## src/rtl/mem_port_arbiter_if.sv

```systemverilog
// ============================================================================
// Module      : mem_port_arbiter_if
// Description : Fetch / data / memory handshake bundle for mem_port_arbiter.
// Revision    : 1.0 - initial release
// ============================================================================
`default_nettype none

interface mem_port_arbiter_if #(
   parameter int XLEN = 32
);
   logic            if_req_valid;
   logic [XLEN-1:0] if_req_addr;
   logic            if_req_ready;
   logic            if_rsp_valid;
   logic [XLEN-1:0] if_rsp_data;

   logic            dm_req_valid;
   logic            dm_req_we;
   logic [XLEN-1:0] dm_req_addr;
   logic [XLEN-1:0] dm_req_wdata;
   logic [3:0]      dm_req_be;
   logic            dm_req_ready;
   logic            dm_rsp_valid;
   logic [XLEN-1:0] dm_rsp_rdata;

   logic            mem_req_valid;
   logic            mem_req_ready;
   logic            mem_we;
   logic [XLEN-1:0] mem_addr;
   logic [XLEN-1:0] mem_wdata;
   logic [3:0]      mem_be;
   logic            mem_rsp_valid;
   logic [XLEN-1:0] mem_rsp_rdata;

   logic            stall_if;
   logic            stall_mem;

   // Arbiter side
   modport slave (
      input  if_req_valid, if_req_addr,
      output if_req_ready, if_rsp_valid, if_rsp_data,
      input  dm_req_valid, dm_req_we, dm_req_addr, dm_req_wdata, dm_req_be,
      output dm_req_ready, dm_rsp_valid, dm_rsp_rdata,
      output mem_req_valid, mem_we, mem_addr, mem_wdata, mem_be,
      input  mem_req_ready, mem_rsp_valid, mem_rsp_rdata,
      output stall_if, stall_mem
   );

   // Pipeline / memory environment side
   modport master (
      output if_req_valid, if_req_addr,
      input  if_req_ready, if_rsp_valid, if_rsp_data,
      output dm_req_valid, dm_req_we, dm_req_addr, dm_req_wdata, dm_req_be,
      input  dm_req_ready, dm_rsp_valid, dm_rsp_rdata,
      input  mem_req_valid, mem_we, mem_addr, mem_wdata, mem_be,
      output mem_req_ready, mem_rsp_valid, mem_rsp_rdata,
      input  stall_if, stall_mem
   );
endinterface

`default_nettype wire

```

## src/rtl/mem_port_arbiter.sv

```systemverilog
// ============================================================================
// Module      : mem_port_arbiter
// Description : Shares one single-ported memory between fetch and data ports,
//               one outstanding transaction, data priority with starvation cap.
// Revision    : 1.0 - initial release
// ============================================================================
`default_nettype none

module mem_port_arbiter #(
   parameter int XLEN         = 32,
   parameter int STARVE_LIMIT = 4
) (
   input  logic               clk,
   input  logic               rst,
   mem_port_arbiter_if.slave  bus
);
   localparam logic [3:0] C_LIMIT = 4'(STARVE_LIMIT);

   typedef enum logic [1:0] {
      S_IDLE = 2'd0,
      S_REQ  = 2'd1,
      S_RSP  = 2'd2
   } state_t;

   state_t          state_q;
   logic            owner_q;      // 1 = data port owns the transaction
   logic            we_q;
   logic [XLEN-1:0] addr_q;
   logic [XLEN-1:0] wdata_q;
   logic [3:0]      be_q;
   logic [3:0]      starve_q;
   logic [3:0]      starve_d;
   logic            mem_req_valid_q;

   logic w_idle;
   logic w_grant_dm;
   logic w_grant_if;
   logic w_rsp_fire;

   assign w_idle     = (state_q == S_IDLE) && !rst;
   assign w_grant_dm = w_idle && bus.dm_req_valid &&
                       !(bus.if_req_valid && (starve_q == C_LIMIT));
   assign w_grant_if = w_idle && bus.if_req_valid && !w_grant_dm;
   assign w_rsp_fire = (state_q == S_RSP) && bus.mem_rsp_valid;

   always_comb begin
      starve_d = starve_q;
      if (w_grant_if) begin
         starve_d = 4'd0;
      end else if (w_grant_dm && bus.if_req_valid && (starve_q < C_LIMIT)) begin
         starve_d = starve_q + 4'd1;
      end
   end

   always_ff @(posedge clk or posedge rst) begin
      if (rst) begin
         state_q         <= S_IDLE;
         owner_q         <= 1'b0;
         we_q            <= 1'b0;
         addr_q          <= '0;
         wdata_q         <= '0;
         be_q            <= 4'd0;
         starve_q        <= 4'd0;
         mem_req_valid_q <= 1'b0;
      end else begin
         starve_q <= starve_d;
         case (state_q)
            S_IDLE: begin
               if (w_grant_dm || w_grant_if) begin
                  owner_q         <= w_grant_dm;
                  we_q            <= w_grant_dm && bus.dm_req_we;
                  addr_q          <= w_grant_dm ? bus.dm_req_addr  : bus.if_req_addr;
                  wdata_q         <= w_grant_dm ? bus.dm_req_wdata : '0;
                  be_q            <= w_grant_dm ? bus.dm_req_be    : 4'hF;
                  mem_req_valid_q <= 1'b1;
                  state_q         <= S_REQ;
               end
            end
            S_REQ: begin
               if (bus.mem_req_ready) begin
                  mem_req_valid_q <= 1'b0;
                  state_q         <= S_RSP;
               end
            end
            S_RSP: begin
               // Stores also wait here: the response doubles as write acknowledge.
               if (bus.mem_rsp_valid) begin
                  state_q <= S_IDLE;
               end
            end
            default: begin
               mem_req_valid_q <= 1'b0;
               state_q         <= S_IDLE;
            end
         endcase
      end
   end

   assign bus.if_req_ready  = w_grant_if;
   assign bus.dm_req_ready  = w_grant_dm;

   assign bus.mem_req_valid = mem_req_valid_q;
   assign bus.mem_we        = we_q;
   assign bus.mem_addr      = addr_q;
   assign bus.mem_wdata     = wdata_q;
   assign bus.mem_be        = be_q;

   assign bus.if_rsp_valid  = w_rsp_fire && !owner_q;
   assign bus.if_rsp_data   = (w_rsp_fire && !owner_q) ? bus.mem_rsp_rdata : '0;
   assign bus.dm_rsp_valid  = w_rsp_fire && owner_q;
   assign bus.dm_rsp_rdata  = (w_rsp_fire && owner_q) ? bus.mem_rsp_rdata : '0;

   assign bus.stall_if  = !rst && bus.if_req_valid &&
                          !(w_grant_if || (w_rsp_fire && !owner_q));
   assign bus.stall_mem = !rst && bus.dm_req_valid &&
                          !(w_grant_dm || (w_rsp_fire && owner_q));

endmodule

`default_nettype wire

```

## src/flat_wrapper.sv

```systemverilog
// flat-port wrapper written by rule: the top's interface ports become plain ports
module mem_port_arbiter_flat 
#(
   parameter int XLEN         = 32,
   parameter int STARVE_LIMIT = 4
)
  (clk, rst, bus_if_req_valid, bus_if_req_addr, bus_if_req_ready, bus_if_rsp_valid, bus_if_rsp_data, bus_dm_req_valid, bus_dm_req_we, bus_dm_req_addr, bus_dm_req_wdata, bus_dm_req_be, bus_dm_req_ready, bus_dm_rsp_valid, bus_dm_rsp_rdata, bus_mem_req_valid, bus_mem_we, bus_mem_addr, bus_mem_wdata, bus_mem_be, bus_mem_req_ready, bus_mem_rsp_valid, bus_mem_rsp_rdata, bus_stall_if, bus_stall_mem);
  mem_port_arbiter_if #(.XLEN(XLEN)) bus_i ();
  input  logic clk;
  input  logic rst;
  input wire logic [$bits(bus_i.if_req_valid)-1:0] bus_if_req_valid;
  input wire logic [$bits(bus_i.if_req_addr)-1:0] bus_if_req_addr;
  output wire logic [$bits(bus_i.if_req_ready)-1:0] bus_if_req_ready;
  output wire logic [$bits(bus_i.if_rsp_valid)-1:0] bus_if_rsp_valid;
  output wire logic [$bits(bus_i.if_rsp_data)-1:0] bus_if_rsp_data;
  input wire logic [$bits(bus_i.dm_req_valid)-1:0] bus_dm_req_valid;
  input wire logic [$bits(bus_i.dm_req_we)-1:0] bus_dm_req_we;
  input wire logic [$bits(bus_i.dm_req_addr)-1:0] bus_dm_req_addr;
  input wire logic [$bits(bus_i.dm_req_wdata)-1:0] bus_dm_req_wdata;
  input wire logic [$bits(bus_i.dm_req_be)-1:0] bus_dm_req_be;
  output wire logic [$bits(bus_i.dm_req_ready)-1:0] bus_dm_req_ready;
  output wire logic [$bits(bus_i.dm_rsp_valid)-1:0] bus_dm_rsp_valid;
  output wire logic [$bits(bus_i.dm_rsp_rdata)-1:0] bus_dm_rsp_rdata;
  output wire logic [$bits(bus_i.mem_req_valid)-1:0] bus_mem_req_valid;
  output wire logic [$bits(bus_i.mem_we)-1:0] bus_mem_we;
  output wire logic [$bits(bus_i.mem_addr)-1:0] bus_mem_addr;
  output wire logic [$bits(bus_i.mem_wdata)-1:0] bus_mem_wdata;
  output wire logic [$bits(bus_i.mem_be)-1:0] bus_mem_be;
  input wire logic [$bits(bus_i.mem_req_ready)-1:0] bus_mem_req_ready;
  input wire logic [$bits(bus_i.mem_rsp_valid)-1:0] bus_mem_rsp_valid;
  input wire logic [$bits(bus_i.mem_rsp_rdata)-1:0] bus_mem_rsp_rdata;
  output wire logic [$bits(bus_i.stall_if)-1:0] bus_stall_if;
  output wire logic [$bits(bus_i.stall_mem)-1:0] bus_stall_mem;
  assign bus_i.if_req_valid = bus_if_req_valid;
  assign bus_i.if_req_addr = bus_if_req_addr;
  assign bus_if_req_ready = bus_i.if_req_ready;
  assign bus_if_rsp_valid = bus_i.if_rsp_valid;
  assign bus_if_rsp_data = bus_i.if_rsp_data;
  assign bus_i.dm_req_valid = bus_dm_req_valid;
  assign bus_i.dm_req_we = bus_dm_req_we;
  assign bus_i.dm_req_addr = bus_dm_req_addr;
  assign bus_i.dm_req_wdata = bus_dm_req_wdata;
  assign bus_i.dm_req_be = bus_dm_req_be;
  assign bus_dm_req_ready = bus_i.dm_req_ready;
  assign bus_dm_rsp_valid = bus_i.dm_rsp_valid;
  assign bus_dm_rsp_rdata = bus_i.dm_rsp_rdata;
  assign bus_mem_req_valid = bus_i.mem_req_valid;
  assign bus_mem_we = bus_i.mem_we;
  assign bus_mem_addr = bus_i.mem_addr;
  assign bus_mem_wdata = bus_i.mem_wdata;
  assign bus_mem_be = bus_i.mem_be;
  assign bus_i.mem_req_ready = bus_mem_req_ready;
  assign bus_i.mem_rsp_valid = bus_mem_rsp_valid;
  assign bus_i.mem_rsp_rdata = bus_mem_rsp_rdata;
  assign bus_stall_if = bus_i.stall_if;
  assign bus_stall_mem = bus_i.stall_mem;
  mem_port_arbiter #(.XLEN(XLEN), .STARVE_LIMIT(STARVE_LIMIT)) u_core (.clk(clk), .rst(rst), .bus(bus_i));
endmodule
```

## config.mk

```make
export PLATFORM = sky130hd
export DESIGN_NAME = mem_port_arbiter_flat
export DESIGN_NICKNAME = d
export VERILOG_FILES = /design/src/rtl/mem_port_arbiter_if.sv /design/src/rtl/mem_port_arbiter.sv /design/src/flat_wrapper.sv
export SDC_FILE = /design/constraint.sdc
export NUM_CORES = 1
export LEC_CHECK = 0
export ABC_AREA = 1
export CAP_MARGIN = 20
export CORE_AREA = 2 2 109 111
export DETAILED_ROUTE_END_ITERATION = 7
export DIE_AREA = 0 0 111 113
export PLACE_DENSITY_LB_ADDON = 0.25
export SYNTH_ARGS = -nofsm -noshare
export SYNTH_HDL_FRONTEND = slang
export SYNTH_SLANG_ARGS = --single-unit
```

## constraint.sdc

```tcl
create_clock -name clk -period 13.7 [get_ports clk]
set_clock_uncertainty 0.2 [all_clocks]
set_input_delay 2.74 -clock clk [delete_from_list [all_inputs] [get_ports clk]]
set_output_delay 2.74 -clock clk [all_outputs]
set_load 0.02 [all_outputs]
```

==> results.py <==
metrics = {
    "status": {
        "outcome": "completed",
    },
    "clocking": {
        "hold_buffers": 0,
        "clk_pin_slew_ns": 0.05,
        "cts_tree": "done",
        "clk_latency_ns": 0.33,
        "cts_setup_buffers": 0,
        "cts_resized": 0,
        "cts_sinks": 77,
        "cts-buffers-inserted": 9,
        "clk_path_buf_depth": 2,
        "h-tree-depth": 3,
        "root_buffer": "clkbuf_16",
    },
    "floorplanning": {
        "start_util_pct": 36.1,
        "die_h_um": 113,
        "core_um2": 11300,
        "dieArea_um2": 12500,
        "die_x_um": 111,
        "placementRows": 39,
        "ios": 279,
    },
    "timing": {
        "max_freq_mhz": 119,
        "period_needed_ns": 8.40,
        "worst_slew_pin_slew_ns": 0.980,
        "holdWs_ns": 0.266,
        "tns_ns": 0,
        "timing.final.crit_share_pct": 61.3,
        "setup_viol": 0,
        "rsz0062_at_grt": "false",
        "hold_viol": 0,
        "max_slew_margin_pct": 34.7,
        "fin_ws_ns": 5.30,
        "drv_slew": 0,
    },
    "logic_synthesis": {
        "synth.ff_latch_count": 77,
        "synth-simple-area-share_pct": 39.7,
        "syn_area_um2": 4070,
        "synth.avg_cell_area_um2": 7.21,
        "synthTopCellsByCount": "nand2_1, nor2_1, dfrtp_1, inv_1, nand3_1",
        "synthesis.nets": 705,
        "synthMostInstantiatedCell": "nand2_1",
        "ys_top_cells_by_area": "dfrtp_1, nand2_1, nor2_1",
        "synthMuxAreaShare_pct": 0,
        "synthAdderAreaFrac_pct": 0.615,
        "synth_edf_count": 0,
        "ys_async_sr_fraction_pct": 100,
        "yosysWarnings": 0,
        "synth_xor_area_share_pct": 0,
        "syn_inst": 564,
        "ys_types": 20,
        "yosysSeqAreaShare_pct": 47.4,
        "synth_compound_area_share_pct": 0.615,
        "synth_top_area_cell": "dfrtp_1",
        "yosysTopAreaCellShare_pct": 47.4,
        "synth_top_family_by_area": "simple AND/OR/NAND/NOR gates",
        "synth_ff_type": "dfrtp_1",
    },
    "worst_setup_path": {
        "crit_path_end_kind": "primary output",
        "cp_slowest_stage_delay_ns": 0.65,
        "cp.required_ns": 10.76,
        "cp_slowest_cell": "clkdlybuf4s50_1",
        "cp-start-kind": "input port",
        "path_common_cell": "clkdlybuf4s50_1",
        "cp_top_family": "buffers and inverters",
        "crit_fanout": 41,
        "path_cells": "clkdlybuf4s50_1, inv_1, nor2_1, nand2_1, buf_16, nand2_4, inv_2, nor3_1, clkdlybuf4s50_1",
        "crit_arrival_ns": 5.46,
        "path_class": "input port to primary output",
        "crit_buf_inv": 5,
    },
    "global_route": {
        "grt_max_degree": 79,
        "grt_usage_pct": 22.3,
        "grt_pass1_vias": 4441,
        "antenna_found_initial": 2,
        "grt_pass1_wl_mm": 22.3,
        "grt-ovfl-total": 0,
    },
    "placement": {
        "port_buffers": 278,
        "dpl_worst_slack_ns": 4.70,
        "place_area_um2": 6890,
        "dp_hpwl_mm": 10.9,
        "gp_congestion": 0.933,
        "dpl.cell_count": 958,
    },
    "drt": {
        "first_pass_iters": 5,
        "detail-route-antenna-nets": 0,
        "dr.first_iter.drc_count": 254,
        "routed_via_density": 4.61,
        "vias": 4498,
        "routed_wl_mm": 14.2,
        "drcViolationCount": 0,
        "wire_per_inst_um": 14.5,
    },
    "final_layout": {
        "final_util_pct": 63.8,
        "n_fill_cell": 989,
        "area_growth_pct": 76.8,
        "final_area_um2": 7200,
        "num-nets-final": 968,
        "finalNonFillerCells": 976,
        "drive_gt1_share_pct": 4.22,
    },
    "pwr": {
        "design_power_total_mw": 1.21,
        "peakVddDrop_uv": 88.7,
        "p_per_area_nw_per_um2": 168,
        "leakagePower_nw": 3.57,
    },
    "flow_run": {
        "cap_viol_max_count": 0,
    },
    "min_path": {
        "hold_class": "flip-flop to flip-flop",
    },
}
[power by group]
group | switching [mW] | leakage (nW) | internal (mW) | total (mW)
Combinational | 0.341 | 2.47 | 0.275 | 0.616
Sequential | 0.0552 | 0.967 | 0.322 | 0.378
Clock | 0.0844 | 0.134 | 0.130 | 0.214
Total | 0.480 | 3.57 | 0.727 | 1.21
[worst min-delay path, cell delays in order, from the launching register on]
cell and delay, ns:
dfrtp_1 0.33, nand2_1 0.06, nand2_1 0.04
[cell families (layout without fill, tap and decap cells)]
group / after synthesis / count (layout)
compound gates: 5 / 5
fa+ha+maj: 2 / 2
buf+inv: 112 / 378
flops: 77 / 77
other cells: 0 / 3
simple gates: 368 / 368
[layer usage]
| layer | vias up | global-route usage [%] | wire length (µm) |
|---|---|---|---|
| li1 | 2205 | - | - |
| met5 | - | 0 | 0 |
| met3 | 38 | 4.55 | 831 |
| met2 | 194 | 41.8 | 7480 |
| met4 | 0 | 12.5 | 570 |
| met1 | 2061 | 23.4 | 5310 |
[placed cells by master (no fill, tap or decap), drive strengths merged]
| cell type | synthesis | routed |
|---|---|---|
| nand3b | 33 | 33 |
| nor3 | 3 | 3 |
| nand2 | 211 | 211 |
| buf | 24 | 3 |
| ha | 2 | 2 |
| o21ai | 5 | 5 |
| inv | 82 | 82 |
| nand3 | 36 | 36 |
| nor2 | 85 | 85 |
| dfrtp | 77 | 77 |
| clkbuf | 5 | 12 |
| diode | 0 | 3 |
| clkdlybuf4s50 | 0 | 278 |
| clkinv | 1 | 3 |
[worst paths after layout]
path	slack, ns	to	start	cells after the start
setup reg to reg	10.68	u_core.bus.mem_addr[31]	u_core.starve_q[0]	12
hold / removal	0.27	u_core.bus.mem_req_valid	u_core.bus.mem_req_valid	2
hold reg to reg	0.27	u_core.bus.mem_req_valid	u_core.bus.mem_req_valid	2
setup / recovery	5.30	bus_stall_mem	bus_if_req_valid	9
max in group asynchronous	9.81	u_core.bus.mem_addr[17]	rst	3
min in group asynchronous	2.87	u_core.bus.mem_wdata[19]	rst	3
[final cells by class]
class                   count  area (µm²)  share of cell area (%)
multi-input cells         375        1670                    23.1
diodes                      3        7.51                   0.104
inverters                  83         313                    4.35
clock buffers              12         256                    3.56
clock inverters             2        10.0                   0.139
flip-flops and latches     77        1930                    26.8
well taps                 143         179                    2.49
repair buffers            281        2840                    39.4
[sequential cells by signal, indices dropped and copies added, names as in the netlist]
signal	flops
u_core.bus.mem_addr	32
u_core.starve_q	4
u_core.bus.mem_be	4
u_core.bus.mem_req_valid	1
u_core.state_q	2
u_core.bus.mem_we	1
u_core.owner_q	1
u_core.bus.mem_wdata	32
(Power assumes the default switching activity.)
==> variant 1 (config.mk and constraints unchanged) <==
Encoding of `state_t`: now one-hot (3 bits for 3 states).
--- a/src/rtl/mem_port_arbiter.sv
+++ b/src/rtl/mem_port_arbiter.sv
@@ -16,10 +16,10 @@
 );
    localparam logic [3:0] C_LIMIT = 4'(STARVE_LIMIT);
 
-   typedef enum logic [1:0] {
-      S_IDLE = 2'd0,
-      S_REQ  = 2'd1,
-      S_RSP  = 2'd2
+   typedef enum logic [2:0] {
+      S_IDLE = 3'b001,
+      S_REQ  = 3'b010,
+      S_RSP  = 3'b100
    } state_t;
 
    state_t          state_q;
Behaviour: no difference found for any inputs over 4 cycles, from zero or initial values and one cycle with rst high; so few cycles prove little.
==> variant 1 against the unedited design <==
Final area is 3.3% lower; synthesized cell count shrank 6.4%; synthesized area fell by 6.4%; setup slack improved by 0.26 ns; sequential share of layout area up 1.3 points; power fell by 5.0%; sequential cell count grew 1; wire length down 12%; largest cell class unchanged.
==> variant 1: results (changes against the unedited design) <==
outcome: "complete, no violations"
drive_gt1_share_pct: 3.13  # -1.1 points
arrival_ns: 5.21  # -0.25 ns
inverters: 80  # -3.6%
syn_area_per_cell_um2: 7.22  # about the same
layoutNonFillerInstCount: 942  # -3.5%
pre_cts_slack_ns: 5.52  # +0.816 ns
synth_compound_area_share_pct: 9.33  # +8.7 points
fmax_ghz: 0.123  # +3.2%
gp_congestion: 0.809  # -13%
clkCellAreaFrac_pct: 4.10  # +0.40 points
highest_layer: "met4"
seqAreaFraction_pct: 28.1  # +1.3 points
grt_pass1_wl_mm: 20.2  # -9.5%
ys_types: 21  # +5.0%
ys_seq_area_share_pct: 51.3  # +3.9 points
antennaDiodeCount: 0  # -3
synthAdderAreaFrac_pct: 0.657  # +0.042 points
clockRootBuffer: "clkbuf_16"
nClkBuffers: 11  # -1
wl_met1_mm: 4.87  # -8.3%
placed_cells: 926  # -3.3%
dr.pass1.iters: 7  # +2
finalInstanceArea_mm2: 0.00696  # -3.3%
yosys-top-cells-area: "dfrtp_1, nand2_1, o21ai_0"
syn-num-nets: 669  # -5.1%
met2_usage_pct: 33.5  # -8.3 points
utilization_pct: 61.7  # -2.1 points
grt_usage_pct: 19.7  # -2.7 points
critPathMaxFanout: 72  # +76%
switching_power_uw: 445  # -7.3%
synth-main-ff-cell: "dfrtp_1"
reg2reg_slack_ns: 10.35  # -0.33 ns
drtIter0Drc: 214  # -16%
use_met1_pct: 23.3  # -0.085 points
bufAreaShareNonClock_pct: 40.3  # +0.87 points
grt_pass1_vias: 4113  # -7.4%
multi_input_cells: 344  # -8.3%
hpwlAfterDp_mm: 9.60  # -12%
ir_worst_vdd_mv: 0.0946  # +6.7%
seq_cells: 78  # +1.3%
dr_wl_met3_mm: 1.18  # +42%
timing.hold.ws_ns: 0.272  # +0.00592 ns
leakage_nw: 3.40  # -4.8%
grtUsageMet3_pct: 7.07  # +2.5 points
via_count: 4159  # -7.5%
placed_area_mm2: 0.00667  # -3.2%
synthTopCellsByCount: "nand2_1, nor2_1, inv_1"
slew-limit-headroom_pct: 36.0  # +1.4 points
grt_max_degree: 87  # +10%
grt_antenna_before_repair: 0  # -2
multi_input_area_share_pct: 20.6  # -2.6 points
wl_per_cell_um: 13.3  # -8.9%
nFillCells: 972  # -1.7%
yosys_warnings: 0  # unchanged
routed-wl-met2_mm: 6.20  # -17%
-- variant 1: changes by cell type after synthesis, moves of 3 or more --
cell and change:
buf_1 -3, buf_6 -4, clkbuf_1 +4, inv_2 -4, nand2_1 -25, nand2_2 -8, nand2_4 -3, nand3_1 -31
nand3b_1 -33, nand4_1 +3, o21ai_0 +59, o21ai_1 +4
-- variant 1: worst max-delay path: stages --
cell and delay [ns]:
clkdlybuf4s50_1 0.49, clkinv_2 0.09, nand2_1 0.10, nor2_2 0.06, nand2_2 0.05, buf_4 0.48, inv_4 0.30, nor3_1 0.22
clkdlybuf4s50_1 0.66
-- variant 1: power groups by stage --
stage               clock, mW  sequential (mW)  combinational, mW
floorplan                   0            0.482              0.178
global placement            0            0.374              0.544
detailed placement          0            0.378              0.554
CTS                     0.230            0.376              0.556
global route            0.241            0.388              0.599
finish                  0.224            0.376              0.548
-- variant 1: cells by family after synthesis --
logic type / after synthesis
AO/OA/AOI/OAI: 70
buffers and inverters: 106
AND/OR/NAND/NOR: 272
flip-flops: 78
adder cells (fa/ha/maj): 2
-- variant 1: worst paths after layout --
check,startpoint,to,depth (start not counted)
max in group asynchronous,rst,u_core.starve_q[0]$_DFFE_PP0P_,3
min in group asynchronous,rst,u_core.bus.mem_wdata[23]$_DFFE_PP0P_,3
max reg2reg,u_core.starve_q[0]$_DFFE_PP0P_,u_core.bus.mem_be[2]$_DFFE_PP0P_,11
min,u_core.bus.mem_wdata[18]$_DFFE_PP0P_,u_core.bus.mem_wdata[18]$_DFFE_PP0P_,2
max,rst,bus_stall_mem,9
min reg2reg,u_core.bus.mem_wdata[18]$_DFFE_PP0P_,u_core.bus.mem_wdata[18]$_DFFE_PP0P_,2
==> variant 2 (same settings) <==
Made on the original files. `XLEN` is set to 32 in 3 places; all go to 28.
--- a/src/rtl/mem_port_arbiter_if.sv
+++ b/src/rtl/mem_port_arbiter_if.sv
@@ -6,7 +6,7 @@
 `default_nettype none
 
 interface mem_port_arbiter_if #(
-   parameter int XLEN = 32
+   parameter int XLEN = 28
 );
    logic            if_req_valid;
    logic [XLEN-1:0] if_req_addr;
--- a/src/rtl/mem_port_arbiter.sv
+++ b/src/rtl/mem_port_arbiter.sv
@@ -7,7 +7,7 @@
 `default_nettype none
 
 module mem_port_arbiter #(
-   parameter int XLEN         = 32,
+   parameter int XLEN         = 28,
    parameter int STARVE_LIMIT = 4
 ) (
    input  logic               clk,
--- a/src/flat_wrapper.sv
+++ b/src/flat_wrapper.sv
@@ -1,7 +1,7 @@
 // flat-port wrapper written by rule: the top's interface ports become plain ports
 module mem_port_arbiter_flat 
 #(
-   parameter int XLEN         = 32,
+   parameter int XLEN         = 28,
    parameter int STARVE_LIMIT = 4
 )
   (clk, rst, bus_if_req_valid, bus_if_req_addr, bus_if_req_ready, bus_if_rsp_valid, bus_if_rsp_data, bus_dm_req_valid, bus_dm_req_we, bus_dm_req_addr, bus_dm_req_wdata, bus_dm_req_be, bus_dm_req_ready, bus_dm_rsp_valid, bus_dm_rsp_rdata, bus_mem_req_valid, bus_mem_we, bus_mem_addr, bus_mem_wdata, bus_mem_be, bus_mem_req_ready, bus_mem_rsp_valid, bus_mem_rsp_rdata, bus_stall_if, bus_stall_mem);
Interface: changed (8 resized); port bits go from 279 to 247. The function was not compared with the original's and may differ.
==> variant 2 against the unedited design <==
Core utilization fell by 6.5 points; sequential cell count fell by 8; synthesized area fell by 11%; wire length fell by 14%; setup slack got worse by 0.20 ns; power fell by 4.7%; global-route usage fell by 3.3 points; critical endpoint is now bus_dm_req_ready; largest cell class unchanged; largest power group unchanged; final area fell by 10%.
==> variant 2: results (changes against the unedited design) <==
ys_types: 18  # -10%
placed_cells: 895  # -6.6%
cp_slowest_stage_delay_ns: 0.72  # +0.07 ns
outcome: "complete, no violations"
placed_area_mm2: 0.00614  # -11%
grt_max_degree: 70  # -11%
pre_cts_slack_ns: 4.86  # +0.160 ns
synth_compound_area_share_pct: 0.723  # +0.11 points
cp-endpoint: "bus_dm_req_ready"
p_sw_share_pct: 39.9  # +0.14 points
critPathMaxFanout: 36  # -12%
hold_start: "u_core.bus.mem_wdata[1]$_DFFE_PP0P_"
arrival_ns: 5.66  # +0.20 ns
syn-num-nets: 656  # -7.0%
syn_inst: 531  # -5.9%
leakage_nw: 3.33  # -6.8%
r2r-end: "u_core.state_q[0]$_DFFE_PP0P_"
timing.hold.ws_ns: 0.271  # +0.00550 ns
grt_usage_pct: 19.0  # -3.3 points
grt_antenna_before_repair: 0  # -2
synthTopCellsByCount: "nand2_1, inv_1, nor2_1"
via_count: 4081  # -9.3%
drtIter0Drc: 277  # +9.1%
tightest_slew_ns: 0.985  # +0.00514 ns
dr_wl_met3_um: 963  # +16%
fmax_ghz: 0.116  # -2.3%
synth_top_family_by_area: "simple AND/OR/NAND/NOR gates"
hpwlAfterDp_mm: 9.30  # -15%
ir_worst_vdd_mv: 0.0950  # +7.1%
use_met1_pct: 21.5  # -1.9 points
p_per_area_mw_per_mm2: 178  # +6.1%
grt_pass1_wl_mm: 19.4  # -13%
routed-wl-met2_mm: 6.33  # -15%
viasPerCell: 4.47  # -3.0%
wl_per_cell_um: 13.4  # -8.2%
synthAdderAreaFrac_pct: 0.689  # +0.074 points
numPortBuffers: 246  # -12%
grt_pass1_vias: 3931  # -11%
antennaDiodeCount: 0  # -3
crit_path_start: "rst"
yosys-top-cells-area: "dfrtp_1, nand2_1, inv_1"
nFillCells: 1067  # +7.9%
wl_met1_mm: 4.64  # -13%
regArea_mm2: 0.00173  # -10%
[variant 2: cell types whose count changed in the layout (fill, tap and decap cells not counted), moves of 8 or more]
cell	delta
clkdlybuf4s50_1	-32
dfrtp_1	-8
inv_1	+20
nand2_1	-17
nand2_2	-9
nand3_1	+29
nand3b_1	-33
nor2_1	-10
[variant 2: logic make-up after synthesis]
logic type / after synthesis
adder cells (fa/ha/maj): 2
flip-flops: 69
AO/OA/AOI/OAI: 5
buffers and inverters: 129
AND/OR/NAND/NOR: 326
[variant 2: final cells by class]
cell class	count	area share [%]
clock buffer	12	3.97
clock inverter	4	0.348
inverter	103	5.98
multi-input combinational	333	21.4
sequential	69	26.7
tap	143	2.77
timing repair buffer	249	38.9
[variant 2: worst max-delay path: cells and delay by family]
kind,cells,cell delay [ns]
simple gates,3,1.07
buf+inv,4,1.81
